$ cat src/rtl/pwm_ds_decimator.sv
// PWM high-time to 2nd-order CIC decimator.
// Measures high cycles per PWM period and decimates by R=2^k.
module pwm_ds_decimator #(
  parameter int PWM_BITS       = 7,
  parameter int MAX_LOG2_DECIM = 6
) (
  input  logic                                   clk,
  input  logic                                   reset,
  input  logic                                   en,
  input  logic                                   pwm_in,
  input  logic                                   pulse_done,
  input  logic [2:0]                             log2_decim,
  output logic [PWM_BITS+2+2*MAX_LOG2_DECIM-1:0] sample,
  output logic                                   sample_valid,
  output logic                                   overflow
);

  localparam int CNT_BITS = PWM_BITS + 2;
  localparam int OUT_BITS = CNT_BITS + 2*MAX_LOG2_DECIM;
  localparam int PC_BITS  = 8;
  localparam logic [CNT_BITS-1:0] CNT_MAX = '1;

  typedef enum logic [1:0] {
    ALIGN,
    WARMUP,
    RUN
  } state_t;

  state_t r_state;
  state_t w_state_nxt;

  logic [CNT_BITS-1:0] r_cnt;
  logic [OUT_BITS-1:0] r_i1;
  logic [OUT_BITS-1:0] r_i2;
  logic [OUT_BITS-1:0] r_i2_last;
  logic [OUT_BITS-1:0] r_c1_last;
  logic [OUT_BITS-1:0] r_sample;
  logic [PC_BITS-1:0]  r_pc;
  logic [2:0]          r_k;
  logic                r_valid;
  logic                r_ovf;

  logic                w_inc;
  logic                w_sat;
  logic                w_pd;
  logic [CNT_BITS-1:0] w_width;
  logic [2:0]          w_k_req;
  logic [PC_BITS-1:0]  w_r;
  logic [PC_BITS-1:0]  w_pcn;
  logic                w_dec;
  logic [OUT_BITS-1:0] w_i1n;
  logic [OUT_BITS-1:0] w_i2n;
  logic [OUT_BITS-1:0] w_c1;
  logic [OUT_BITS-1:0] w_out;
  logic                w_strobe;

  assign w_inc   = en & pwm_in;
  assign w_sat   = w_inc && (r_cnt == CNT_MAX);
  assign w_pd    = en & pulse_done;
  assign w_width = (w_inc && !w_sat) ? r_cnt + 1'b1 : r_cnt;

  assign w_k_req = (int'(log2_decim) > MAX_LOG2_DECIM)
                 ? 3'(MAX_LOG2_DECIM) : log2_decim;

  assign w_r   = PC_BITS'(1) << r_k;
  assign w_pcn = r_pc + PC_BITS'(1);
  assign w_dec = (w_pcn == w_r);

  // Arithmetic wraps at OUT_BITS; the comb difference cancels the wrap.
  assign w_i1n = r_i1 + OUT_BITS'(w_width);
  assign w_i2n = r_i2 + w_i1n;
  assign w_c1  = w_i2n - r_i2_last;
  assign w_out = w_c1 - r_c1_last;

  always_comb begin
    w_state_nxt = r_state;
    w_strobe    = 1'b0;
    if (w_pd) begin
      unique case (r_state)
        ALIGN:  w_state_nxt = WARMUP;
        WARMUP: begin
          if (w_dec)
            w_state_nxt = (w_k_req != r_k) ? ALIGN : RUN;
        end
        RUN: begin
          if (w_dec) begin
            w_strobe = 1'b1;
            if (w_k_req != r_k)
              w_state_nxt = ALIGN;
          end
        end
        default: w_state_nxt = ALIGN;
      endcase
    end
  end

  always_ff @(posedge clk or posedge reset) begin
    if (reset)
      r_state <= ALIGN;
    else
      r_state <= w_state_nxt;
  end

  always_ff @(posedge clk or posedge reset) begin
    if (reset) begin
      r_cnt     <= '0;
      r_i1      <= '0;
      r_i2      <= '0;
      r_i2_last <= '0;
      r_c1_last <= '0;
      r_pc      <= '0;
      r_k       <= '0;
      r_sample  <= '0;
      r_valid   <= 1'b0;
      r_ovf     <= 1'b0;
    end else begin
      r_valid <= w_strobe;
      if (w_strobe)
        r_sample <= w_out;
      if (w_sat)
        r_ovf <= 1'b1;
      if (en)
        r_cnt <= w_pd ? '0 : w_width;
      if (w_pd) begin
        if (r_state == ALIGN) begin
          r_i1      <= '0;
          r_i2      <= '0;
          r_i2_last <= '0;
          r_c1_last <= '0;
          r_pc      <= '0;
          r_k       <= w_k_req;
        end else begin
          r_i1 <= w_i1n;
          r_i2 <= w_i2n;
          if (w_dec) begin
            r_i2_last <= w_i2n;
            r_c1_last <= w_c1;
            r_pc      <= '0;
          end else begin
            r_pc <= w_pcn;
          end
        end
      end
    end
  end

  assign sample       = r_sample;
  assign sample_valid = r_valid;
  assign overflow     = r_ovf;

endmodule

$ cat config.mk
export PLATFORM = sky130hd
export DESIGN_NAME = pwm_ds_decimator
export DESIGN_NICKNAME = d
export VERILOG_FILES = /design/src/rtl/pwm_ds_decimator.sv
export SDC_FILE = /design/constraint.sdc
export NUM_CORES = 1
export LEC_CHECK = 0
export ABC_AREA = 0
export BUFFER_PORTS_ARGS = -buffer_cell sky130_fd_sc_hd__buf_4
export CORE_MARGIN = 2
export CORE_UTILIZATION = 40
export CTS_CLUSTER_SIZE = 10
export DETAILED_ROUTE_END_ITERATION = 8
export SETUP_SLACK_MARGIN = 0.1
export SYNTH_ARGS = -nofsm -noshare
export SYNTH_HDL_FRONTEND = slang
export SYNTH_SLANG_ARGS = --single-unit
$ cat constraint.sdc
create_clock -name clk -period 9.4 [get_ports clk]
set_input_delay 1.88 -clock clk [delete_from_list [all_inputs] [get_ports clk]]
set_output_delay 1.88 -clock clk [all_outputs]
set_load 0.01 [all_outputs]
; Yosys cells after proc, flatten, opt, wreduce, memory -nomap -nowiden
; Index checks and enable logic that the tools add are counted.
[word_totals]
regBits = 129
latchBits = 0
mem_bits_rw = 0
mem_bits_ro = 0
in_bits = 8
out_inout_bits = 23
elab_cells = 56
n_memories = 0
[classes]
addsub = 6
multipliers = 0
div_mod_pow = 0
n_lt_le_gt_ge = 1
n_eq_ne = 8
shift = 1
n_mux = 19
n_bitwise = 2
n_reduce_logical = 8
[ops]
columns = op, n
row1 = 2-to-1 mux 21 bit, 6
row2 = subtractor 21 bit, 2
row3 = adder 21 bit, 1
row4 = adder 21 x 9 -> 21 bit, 1
row5 = 2-to-1 mux 9 bit, 2
row6 = 2-to-1 mux 8 bit, 2
row7 = "adder 9 x 1 -> 9 bit, second input constant", 1
row8 = "== test 9 bit, second input constant", 1
row9 = "adder 8 x 1 -> 8 bit, second input constant", 1
row10 = == test 8 bit, 1
row11 = 2-to-1 mux 2 bit, 4
row12 = "<< shifter 1 x 3 -> 8 bit, first input constant", 1
row13 = "inequality test 2 bit, second input constant", 3
row14 = case mux 2 bit (3 select lines), 1
row15 = AND reduction 2 bit, 2
row16 = AND reduction 4 bit, 1
row17 = "> comparator 3 bit, second input constant", 1
row18 = 2-to-1 mux 1 bit, 3
row19 = 2-to-1 mux 3 bit, 1
row20 = inequality test 3 bit, 1
row21 = bitwise AND 1 bit, 2
row22 = "== test 2 x 1 -> 1 bit, second input constant", 1
row23 = "== test 2 bit, second input constant", 1
row24 = logical AND 1 bit, 2
row25 = 3 further kinds, 3

; Longest topological paths before layout
; Gate-level depths: netlist of run 1.
[logic_depth]
ltp_word = 10
depth_mapped = 40
mapped_depth_nobuf = 39

; Worst setup path after synthesis of run 1
; OpenSTA, ideal clock, no wires.
[synth_path]
path_type = input-to-reg
from = in pwm_in
to = reg r_sample[20], in the netlist sample[20]
setup_ns = 0.123
arrival_time_ns = 8.267
required_time_ns = 9.277
setup_slack_ns = 1.010
stages = 34
path_buffers = 1
cell_sequence = nand2_1 nor2_1 nand2_1 o21ai_0 ha_1 a21o_1 a21o_1 a21o_1 a21o_1 a21o_1 a21oi_1 o21a_1 clkbuf_1 xnor2_1 ha_1 nand2_1 a211o_1 nand2b_1 xor2_1 ha_1 and3_1 a221o_2 a21o_1 a21oi_1 xnor2_1 ha_1 and4_1 a22oi_1 o211ai_1 a31o_2 a21oi_1 xor2_1 xnor2_1 o21ai_1
[synth_via]
elab_chain_cells = 9
[synth_lines]
columns = item, line
row1 = start: declaration, 10  ; input logic pwm_in,
row2 = bitwise AND 1 bit (*), 57  ; assign w_inc = en & pwm_in;
row3 = logical AND 1 bit, 58  ; assign w_sat = w_inc && (r_cnt == CNT_MAX);
row4 = zero test 1 bit, 60  ; assign w_width = (w_inc && !w_sat) ? r_cnt + 1'b1 : r_cnt;
row5 = logical AND 1 bit (*), 60
row6 = 2-to-1 mux 9 bit (*), 60
row7 = adder 21 x 9 -> 21 bit (*), 70  ; assign w_i1n = r_i1 + OUT_BITS'(w_width);
row8 = adder 21 bit (*), 71  ; assign w_i2n = r_i2 + w_i1n;
row9 = subtractor 21 bit (*), 72  ; assign w_c1 = w_i2n - r_i2_last;
row10 = subtractor 21 bit (*), 73  ; assign w_out = w_c1 - r_c1_last;
row11 = end signal: assignment, 119  ; r_sample <= w_out;
row12 = end: declaration, 37  ; logic [OUT_BITS-1:0] r_sample;
; Mark *: on every way between the ends. The rest lies on a longest branch, timed or not.
; A chain may end at the register's enable or synchronous reset.

; Final worst setup path of run 1
[layout_path]
from = in en
to = reg r_sample[20], in the netlist sample[20]
[layout_via]
elab_chain_cells = 9
word_cells_on_any_way = 11
cone_classes = add/sub: 4 / mux: 2 / bitwise: 2 / reduce/logical: 3
[layout_lines]
columns = item, line
row1 = start: declaration, 9  ; input logic en,
row2 = bitwise AND 1 bit, 57
row3 = logical AND 1 bit, 58
row4 = zero test 1 bit, 60
row5 = logical AND 1 bit, 60
row6 = 2-to-1 mux 9 bit, 60
row7 = adder 21 x 9 -> 21 bit, 70
row8 = adder 21 bit, 71
row9 = subtractor 21 bit, 72
row10 = subtractor 21 bit, 73
; Several ways; a longest one is shown, not always the timed one.

==> flow_summary.toml, run 1 <==
[worst_setup_path]
path_max_fanout = 14
ff2ff_setup_slack_ns = 1.36
crit_path_max_incr_delay_ns = 0.36
r2r_cells = 37
r2r_start = "r_cnt[0]$_DFFE_PP0P_"
cp.required_ns = 9.71
crit_type = "input port to flop"
crit_slowest_cell = "ha_1"
reg2reg_to = "sample[20]$_DFFE_PP0P_"
worstPathArrival_ns = 8.96
crit_path_end_kind = "flop"
crit_path_start_kind = "input port"

[final_layout]
antenna_cells = 0
layout-drive-gt1-share_pct = 9.60
final_area_um2 = 10100
area_delta_synth_final_pct = 12.7
nets = 1097

[synth]
synth_cell_type_count = 76
yosysMostFrequentCell = "dfrtp_1"
synth-edff-count = 0
synth_ff_type = "dfrtp_1"
yosysWarnings = 0
synthTopCellsByArea = "dfrtp_1, ha_1, a22o_1, o21ai_0, xnor2_1"
syn_inst = 982
yosys.area.top_type = "dfrtp_1"
syn_area_per_cell_um2 = 9.14
synth_top_cell_area_share_pct = 36.0
synth-seq-cells = 129
netlist_area_um2 = 8980
synth_common_cells = "dfrtp_1, nand2_1, o21ai_0"
ys_seq_area_share_pct = 36.0
syn-num-nets = 1071
postSynth.asyncResetShare_pct = 100

[sta]
fin_tns_setup_ns = 0
fin_crit_ns = 8.65
max_slew_margin_pct = 37.5
clock.fmax_mhz = 116
rsz0062_at_grt = "no"
worst_pin_slew_ns = 0.937
skew_ns = 0.0121
final_hold_viol_count = 0
finalCritPeriodShare_pct = 92.0
finalSetupViolCount = 0
slew_viol_final = 0

[clock_network]
cts.sinks = 129
ctsHoldBuffers = 0
postCtsSetupBuffers = 0
worstSkewPairLatency_ns = 0.43
numCtsBuffers = 17
cts_tree = "built"
cts-root-buf = "clkbuf_16"
clockBufferDepth = 2
clkTransAtPathRegs_ns = 0.07
h-tree-depth = 4
ctsResizeCount = 0

[drt]
wirelength_mm = 19.9
drcViolationCount = 0
drtIter0Drc = 411
ant_nets = 0
first_pass_iters = 5
vias = 7168
vias_per_cell = 5.51
avgRoutedWirePerCell_um = 15.3

[grt]
grt_max_degree = 72
grt_pass1_vias = 6887
grt-ovfl-total = 0
antenna_found_initial = 0
grt_usage_pct = 17.3
grt_pass1_wl_mm = 33.9

[place]
routabilityCongestion = 0.849
placement.io_buffers = 30
dp_hpwl_mm = 13.9
postPlaceCellArea_um2 = 9500

[floorplan]
die_w_um = 154
start_util_pct = 40.9
row_count = 54
fp.dieH_um = 154
dieArea_um2 = 23700
io_pins = 31
coreArea_um2 = 22000

[worst_hold_path]
holdPathStages = 1
hold_path_end = "overflow$_DFFE_PP0P_"
hp-start = "overflow$_DFFE_PP0P_"
hold_path.class = "flop to flop"

[flow_run]
drv_cap = 0

[outcome]
status = "completed"
## per-stage QoR
| stage | hold slack, ns | instances | setup slack (ns) | util (%) |
|---|---|---|---|---|
| floorplan | 0.450 | 982 | 1.01 | - |
| global placement | 0.462 | 1269 | 0.528 | 43.3 |
| detailed placement | 0.462 | 1269 | 0.344 | 43.3 |
| CTS | 0.478 | 1301 | 0.787 | 46.1 |
| global route | 0.504 | 1301 | 0.157 | 46.1 |
| finish | 0.471 | 1301 | 0.749 | 46.1 |
## critical path: cells and delay by family
family	cells	cell delay (ns)
buffers and inverters	2	0.23
AOI/OAI and AO/OA	12	2.29
and+or+nand+nor	11	2.07
adders and majority gates	4	1.31
xor gates and xnor gates	6	1.17
## how the worst max path moves through the flow
stage | start | endpoint | slack, ns
after floorplan | pwm_in | sample[20]$_DFFE_PP0P_ | 1.01
after global placement | en | sample[20]$_DFFE_PP0P_ | 0.53
after detailed placement | en | sample[20]$_DFFE_PP0P_ | 0.34
after CTS | en | sample[20]$_DFFE_PP0P_ | 0.79
after global routing | en | sample[20]$_DFFE_PP0P_ | 0.16
final | en | sample[20]$_DFFE_PP0P_ | 0.75
## cell families (layout without fill, tap and decap cells)
group / Yosys count / after routing / share of synthesized area, %
and+or+nand+nor: 266 / 266 / 14.7
adders and majority gates: 81 / 81 / 11.6
xor gates and xnor gates: 80 / 80 / 7.89
DFF: 129 / 129 / 36.0
muxes: 7 / 7 / 0.850
buffers and inverters: 106 / 145 / 4.61
AOI/OAI and AO/OA: 313 / 313 / 24.4
## cell usage in the layout (no fill, tap or decap), types with 31 or more instances in the layout
| master | instances |
|---|---|
| nor2_1 | 40 |
| xor2_1 | 33 |
| dfrtp_1 | 129 |
| nand2_1 | 94 |
| o21ai_0 | 81 |
| inv_1 | 72 |
| xnor2_1 | 46 |
| ha_1 | 77 |
| a21oi_1 | 48 |
| buf_4 | 40 |
| a21o_1 | 31 |
| a22o_1 | 61 |
## registers in the layout, indices dropped and copies added (netlist names)
register and cells:
r_i2_last 21, r_c1_last 21, r_k 3, r_pc 8
sample 21, overflow 1, r_cnt 9, r_i1 21
sample_valid 1, r_state 2, r_i2 21
## cell type report
cell class	count	area, µm²
tap	280	350
inverter	73	279
multi-input combinational	747	5340
clock buffer	19	443
clock inverter	13	174
fill	2097	11800
sequential	129	3230
timing repair buffer	40	300
## routing by layer
metal / vias up / track usage, % / part of all wire (%)
li1: 3611 / - / -
met1: 3413 / 24.6 / 50
met2: 115 / 27.3 / 45
met3: 29 / 2.59 / 3.1
met4: 0 / 5.56 / 1.6
met5: - / 0 / 0
Power of run 1 is left out: the tool's default activity adds up to more than one toggle a clock period on the data nets, which glitch-free logic cannot reach.
==> run 2, diff against run 1 <==
--- a/config.mk
+++ b/config.mk
@@ -11,6 +11,7 @@
 export CORE_UTILIZATION = 40
 export CTS_CLUSTER_SIZE = 10
 export DETAILED_ROUTE_END_ITERATION = 8
+export RECOVER_POWER = 100
 export SETUP_SLACK_MARGIN = 0.1
 export SYNTH_ARGS = -nofsm -noshare
 export SYNTH_HDL_FRONTEND = slang
==> run 2 against run 1 <==
Net effect: the run now ends with max-capacitance violations, max-slew violations left; die area unchanged; worst hold slack worse by 0.0043 ns; wire length about the same; maximum frequency down 1.4%; global-route usage unchanged; critical path depth down 5; first-iteration DRC count up 6.6%; largest cell class unchanged.
==> flow_summary.toml, run 2 (synthesized netlist as in run 1, its figures left out) <==
[clock_network]
clkTransAtPathRegs_ns = 0.07
cts_tree = "built"
numCtsBuffers = 17
h-tree-depth = 4
ctsHoldBuffers = 0
postCtsSetupBuffers = 0
cts.sinks = 129
cts-root-buf = "clkbuf_16"
ctsResizeCount = 0
worstSkewPairLatency_ns = 0.43
clockBufferDepth = 2

[sta]
slew_viol_final = 263
worst_pin_slew_ns = 3.90
fin_crit_ns = 8.78
final_hold_viol_count = 0
finalCritPeriodShare_pct = 93.4
max_slew_margin_pct = -160
clock.fmax_mhz = 114
fin_tns_setup_ns = 0
rsz0062_at_grt = "no"
skew_ns = 0.0111
finalSetupViolCount = 0

[worst_setup_path]
crit_path_end_kind = "flop"
worstPathArrival_ns = 9.14
crit_type = "input port to flop"
path_max_fanout = 14
crit_slowest_cell = "a2111oi_0"
crit_path_max_incr_delay_ns = 0.68
cp.required_ns = 9.76
r2r_cells = 32
crit_path_start_kind = "input port"
cp_common_cell = "a21o_1"

[place]
placement.io_buffers = 30
routabilityCongestion = 0.849
dp_hpwl_mm = 13.9

[drt]
avgRoutedWirePerCell_um = 15.3
drcViolationCount = 0
ant_nets = 0
first_pass_iters = 6
drtIter0Drc = 438
vias = 7168
wirelength_mm = 19.9
vias_per_cell = 5.51

[final_layout]
nFillCells = 2125
final-seq-area_um2 = 3230
nets = 1097
area_delta_synth_final_pct = 11.0
layout-drive-gt1-share_pct = 6.27
final_cell_mix = "dfrtp_1, nand2_1, o21ai_0"
multiInputGateArea_um2 = 5310
final_common_cell = "dfrtp_1"
antenna_cells = 0

[grt]
grt_pass1_wl_mm = 33.9
grt_usage_pct = 17.3
antenna_found_initial = 0
grt_pass1_vias = 6887
grt-ovfl-total = 0
grt_max_degree = 72

[floorplan]
start_util_pct = 40.9
io_pins = 31
coreArea_um2 = 22000
row_count = 54
dieArea_um2 = 23700
fp.dieH_um = 154
die_w_um = 154

[outcome]
status = "finished with violations"
violations = "max-capacitance violations, max-slew violations"

[worst_hold_path]
hold_path.class = "flop to flop"
holdPathStages = 1

[flow_run]
drv_cap = 5
==> run 2: cell count changes in the layout (fill, tap and decap cells not counted), sizes merged <==
cell / previous run / this run
buf: 40 / 9
clkbuf: 19 / 50
clkinvlp: 3 / 4
inv: 79 / 78
==> run 2: final timing paths <==
path	slack [ns]	to	startpoint
max in group asynchronous	2.58	r_i2_last[12]$_DFFE_PP0P_	reset
min reg2reg	0.47	overflow$_DFFE_PP0P_	overflow$_DFFE_PP0P_
max	0.62	sample[19]$_DFFE_PP0P_	en
min in group asynchronous	2.24	r_cnt[2]$_DFFE_PP0P_	reset
max reg2reg	1.24	sample[19]$_DFFE_PP0P_	r_cnt[0]$_DFFE_PP0P_
min	0.47	overflow$_DFFE_PP0P_	overflow$_DFFE_PP0P_
==> run 2: layout make-up <==
class | instances | area share (%)
clock buffer | 19 | 4.45
clock inverter | 13 | 1.75
inverter | 73 | 2.76
multi-input combinational | 747 | 53.3
sequential | 129 | 32.4
tap | 280 | 3.52
timing repair buffer | 40 | 1.88
==> run 2: worst max-delay path, delay by kind of cell <==
| family | cells | cell delay (ns) |
|---|---|---|
| compound gates | 15 | 3.93 |
| xor+xnor | 3 | 0.64 |
| fa+ha+maj | 4 | 1.20 |
| buf+inv | 1 | 0.16 |
| simple gates | 7 | 1.32 |
==> run 2: through the flow <==
step | util, % | cell area (µm²) | setup WS (ns) | hold WS [ns] | std cells
4_1_cts | 46.1 | 10100 | 0.787 | 0.478 | 1301
3_5_place_dp | 43.3 | 9500 | 0.344 | 0.462 | 1269
5_1_grt | 45.4 | 9960 | 0.144 | 0.502 | 1301
3_3_place_gp | 43.3 | 9500 | 0.528 | 0.462 | 1269
2_1_floorplan | - | 8980 | 1.01 | 0.450 | 982
6_report | 45.4 | 9960 | 0.623 | 0.467 | 1301
==> run 2: routing by layer <==
metal | global-route usage (%) | vias to the layer above | routed length (µm)
met3 | 2.59 | 24 | 485
met2 | 27.3 | 97 | 9070
met4 | 5.56 | 0 | 294
met1 | 24.6 | 3430 | 10100
met5 | 0 | - | 0
li1 | - | 3617 | -
Power of run 2 is left out for the same reason.
==> run 3, diff against run 2 <==
--- a/config.mk
+++ b/config.mk
@@ -11,6 +11,7 @@
 export CORE_UTILIZATION = 40
 export CTS_CLUSTER_SIZE = 10
 export DETAILED_ROUTE_END_ITERATION = 8
+export PLACE_DENSITY = 0.63
 export RECOVER_POWER = 100
 export SETUP_SLACK_MARGIN = 0.1
 export SYNTH_ARGS = -nofsm -noshare
==> run 3 against run 2 <==
Net effect: the run still ends with max-capacitance violations, max-slew violations left; global-route usage is essentially flat; cell area is essentially flat; clock skew shrank 0.00083 ns; die area is the same; setup slack gained 0.15 ns; maximum frequency grew 1.8%; critical endpoint unchanged; largest cell class unchanged.
==> flow_summary.toml, run 3 (synthesized netlist as in run 1, its figures left out) <==
[outcome]
status = "finished with violations"
violations = "max-capacitance violations, max-slew violations"

[sta]
worst_pin_slew_ns = 4.29
clock.fmax_mhz = 116
setup_ws_ns = 0.774
finalSetupViolCount = 0
max_slew_margin_pct = -186
final_hold_viol_count = 0
fin_crit_ns = 8.63
fin_tns_setup_ns = 0
skew_ns = 0.0102
rsz0062_at_grt = "no"
finalCritPeriodShare_pct = 91.8
slew_viol_final = 263

[place]
placement.io_buffers = 30
postPlaceCellArea_um2 = 9500
dpl_worst_slack_ns = 0.395
dp_hpwl_mm = 13.8
routabilityCongestion = 0.827

[worst_setup_path]
path_max_fanout = 14
crit_path_end_kind = "flop"
setup.worst_path.start = "en"
crit_path_max_incr_delay_ns = 0.62
reg2reg_to = "sample[19]$_DFFE_PP0P_"
crit_slowest_cell = "a2111oi_0"
cp.required_ns = 9.76
endpoint = "sample[19]$_DFFE_PP0P_"
crit_path_start_kind = "input port"
r2r_start = "r_cnt[0]$_DFFE_PP0P_"
worstPathArrival_ns = 8.98
r2r_cells = 31
ff2ff_setup_slack_ns = 1.34
crit_type = "input port to flop"

[final_layout]
final_common_cell = "dfrtp_1"
nFillCells = 2110
layout-drive-gt1-share_pct = 6.27
final_cell_mix = "dfrtp_1, nand2_1, o21ai_0"
antenna_cells = 0
nets = 1097
area_delta_synth_final_pct = 10.9
final_area_um2 = 9960

[grt]
grt_pass1_vias = 6762
grt-ovfl-total = 0
antenna_found_initial = 0
grt_max_degree = 79
grt_pass1_wl_mm = 33.9
grt_usage_pct = 17.3

[clock_network]
ctsHoldBuffers = 0
h-tree-depth = 4
postCtsSetupBuffers = 0
cts.sinks = 129
cts_tree = "built"
cts-root-buf = "clkbuf_16"
worstSkewPairLatency_ns = 0.43
ctsResizeCount = 0
numCtsBuffers = 17
clockBufferDepth = 2
clkTransAtPathRegs_ns = 0.06

[drt]
drtIter0Drc = 487
ant_nets = 0
avgRoutedWirePerCell_um = 15.2
vias = 7174
first_pass_iters = 5
vias_per_cell = 5.51
wirelength_mm = 19.8
drcViolationCount = 0

[floorplan]
dieArea_um2 = 23700
start_util_pct = 40.9
fp.dieH_um = 154
io_pins = 31
die_w_um = 154
row_count = 54
coreArea_um2 = 22000

[worst_hold_path]
hold_path.class = "flop to flop"
holdPathStages = 1

[flow_run]
drv_cap = 5
-- run 3: area by class of cell --
type	instances	area (µm²)	share of cell area [%]
Inverter	73	275	2.76
Clock buffer	18	429	4.31
Multi-Input combinational cell	747	5310	53.3
Tap cell	280	350	3.52
Sequential cell	129	3230	32.4
Clock inverter	14	180	1.81
Timing Repair Buffer	40	188	1.88
-- run 3: worst min path at each step --
stage | startpoint | end
2_1_floorplan | r_c1_last[1]$_DFFE_PP0P_ | r_c1_last[1]$_DFFE_PP0P_
3_3_place_gp | overflow$_DFFE_PP0P_ | overflow$_DFFE_PP0P_
3_5_place_dp | overflow$_DFFE_PP0P_ | overflow$_DFFE_PP0P_
4_1_cts | overflow$_DFFE_PP0P_ | overflow$_DFFE_PP0P_
5_1_grt | overflow$_DFFE_PP0P_ | overflow$_DFFE_PP0P_
6_report | overflow$_DFFE_PP0P_ | overflow$_DFFE_PP0P_
-- run 3: stage by stage --
stage | hold slack (ns) | util [%] | cells
4_1_cts | 0.474 | 46.0 | 1301
3_5_place_dp | 0.460 | 43.3 | 1269
3_3_place_gp | 0.463 | 43.3 | 1269
6_report | 0.465 | 45.3 | 1301
5_1_grt | 0.504 | 45.3 | 1301
2_1_floorplan | 0.450 | - | 982
-- run 3: per-layer routing --
metal  GRT usage, %  up-vias  part of all wire, %  wire [µm]
met5              0        -                    0          0
met4           4.23        0                 0.99        197
met3           2.40       15                  2.4        471
met2           27.6       79                   47       9250
met1           24.9     3457                   50       9920
li1               -     3623                    -          -
-- run 3: critical path, delay by kind of cell --
family                   cells  cell delay (ns)
AO/OA/AOI/OAI               13             3.42
adder cells (fa/ha/maj)      4             1.28
AND/OR/NAND/NOR              8             1.25
XOR/XNOR                     4             0.93
buffers and inverters        2             0.22
Power of run 3 is left out for the same reason.
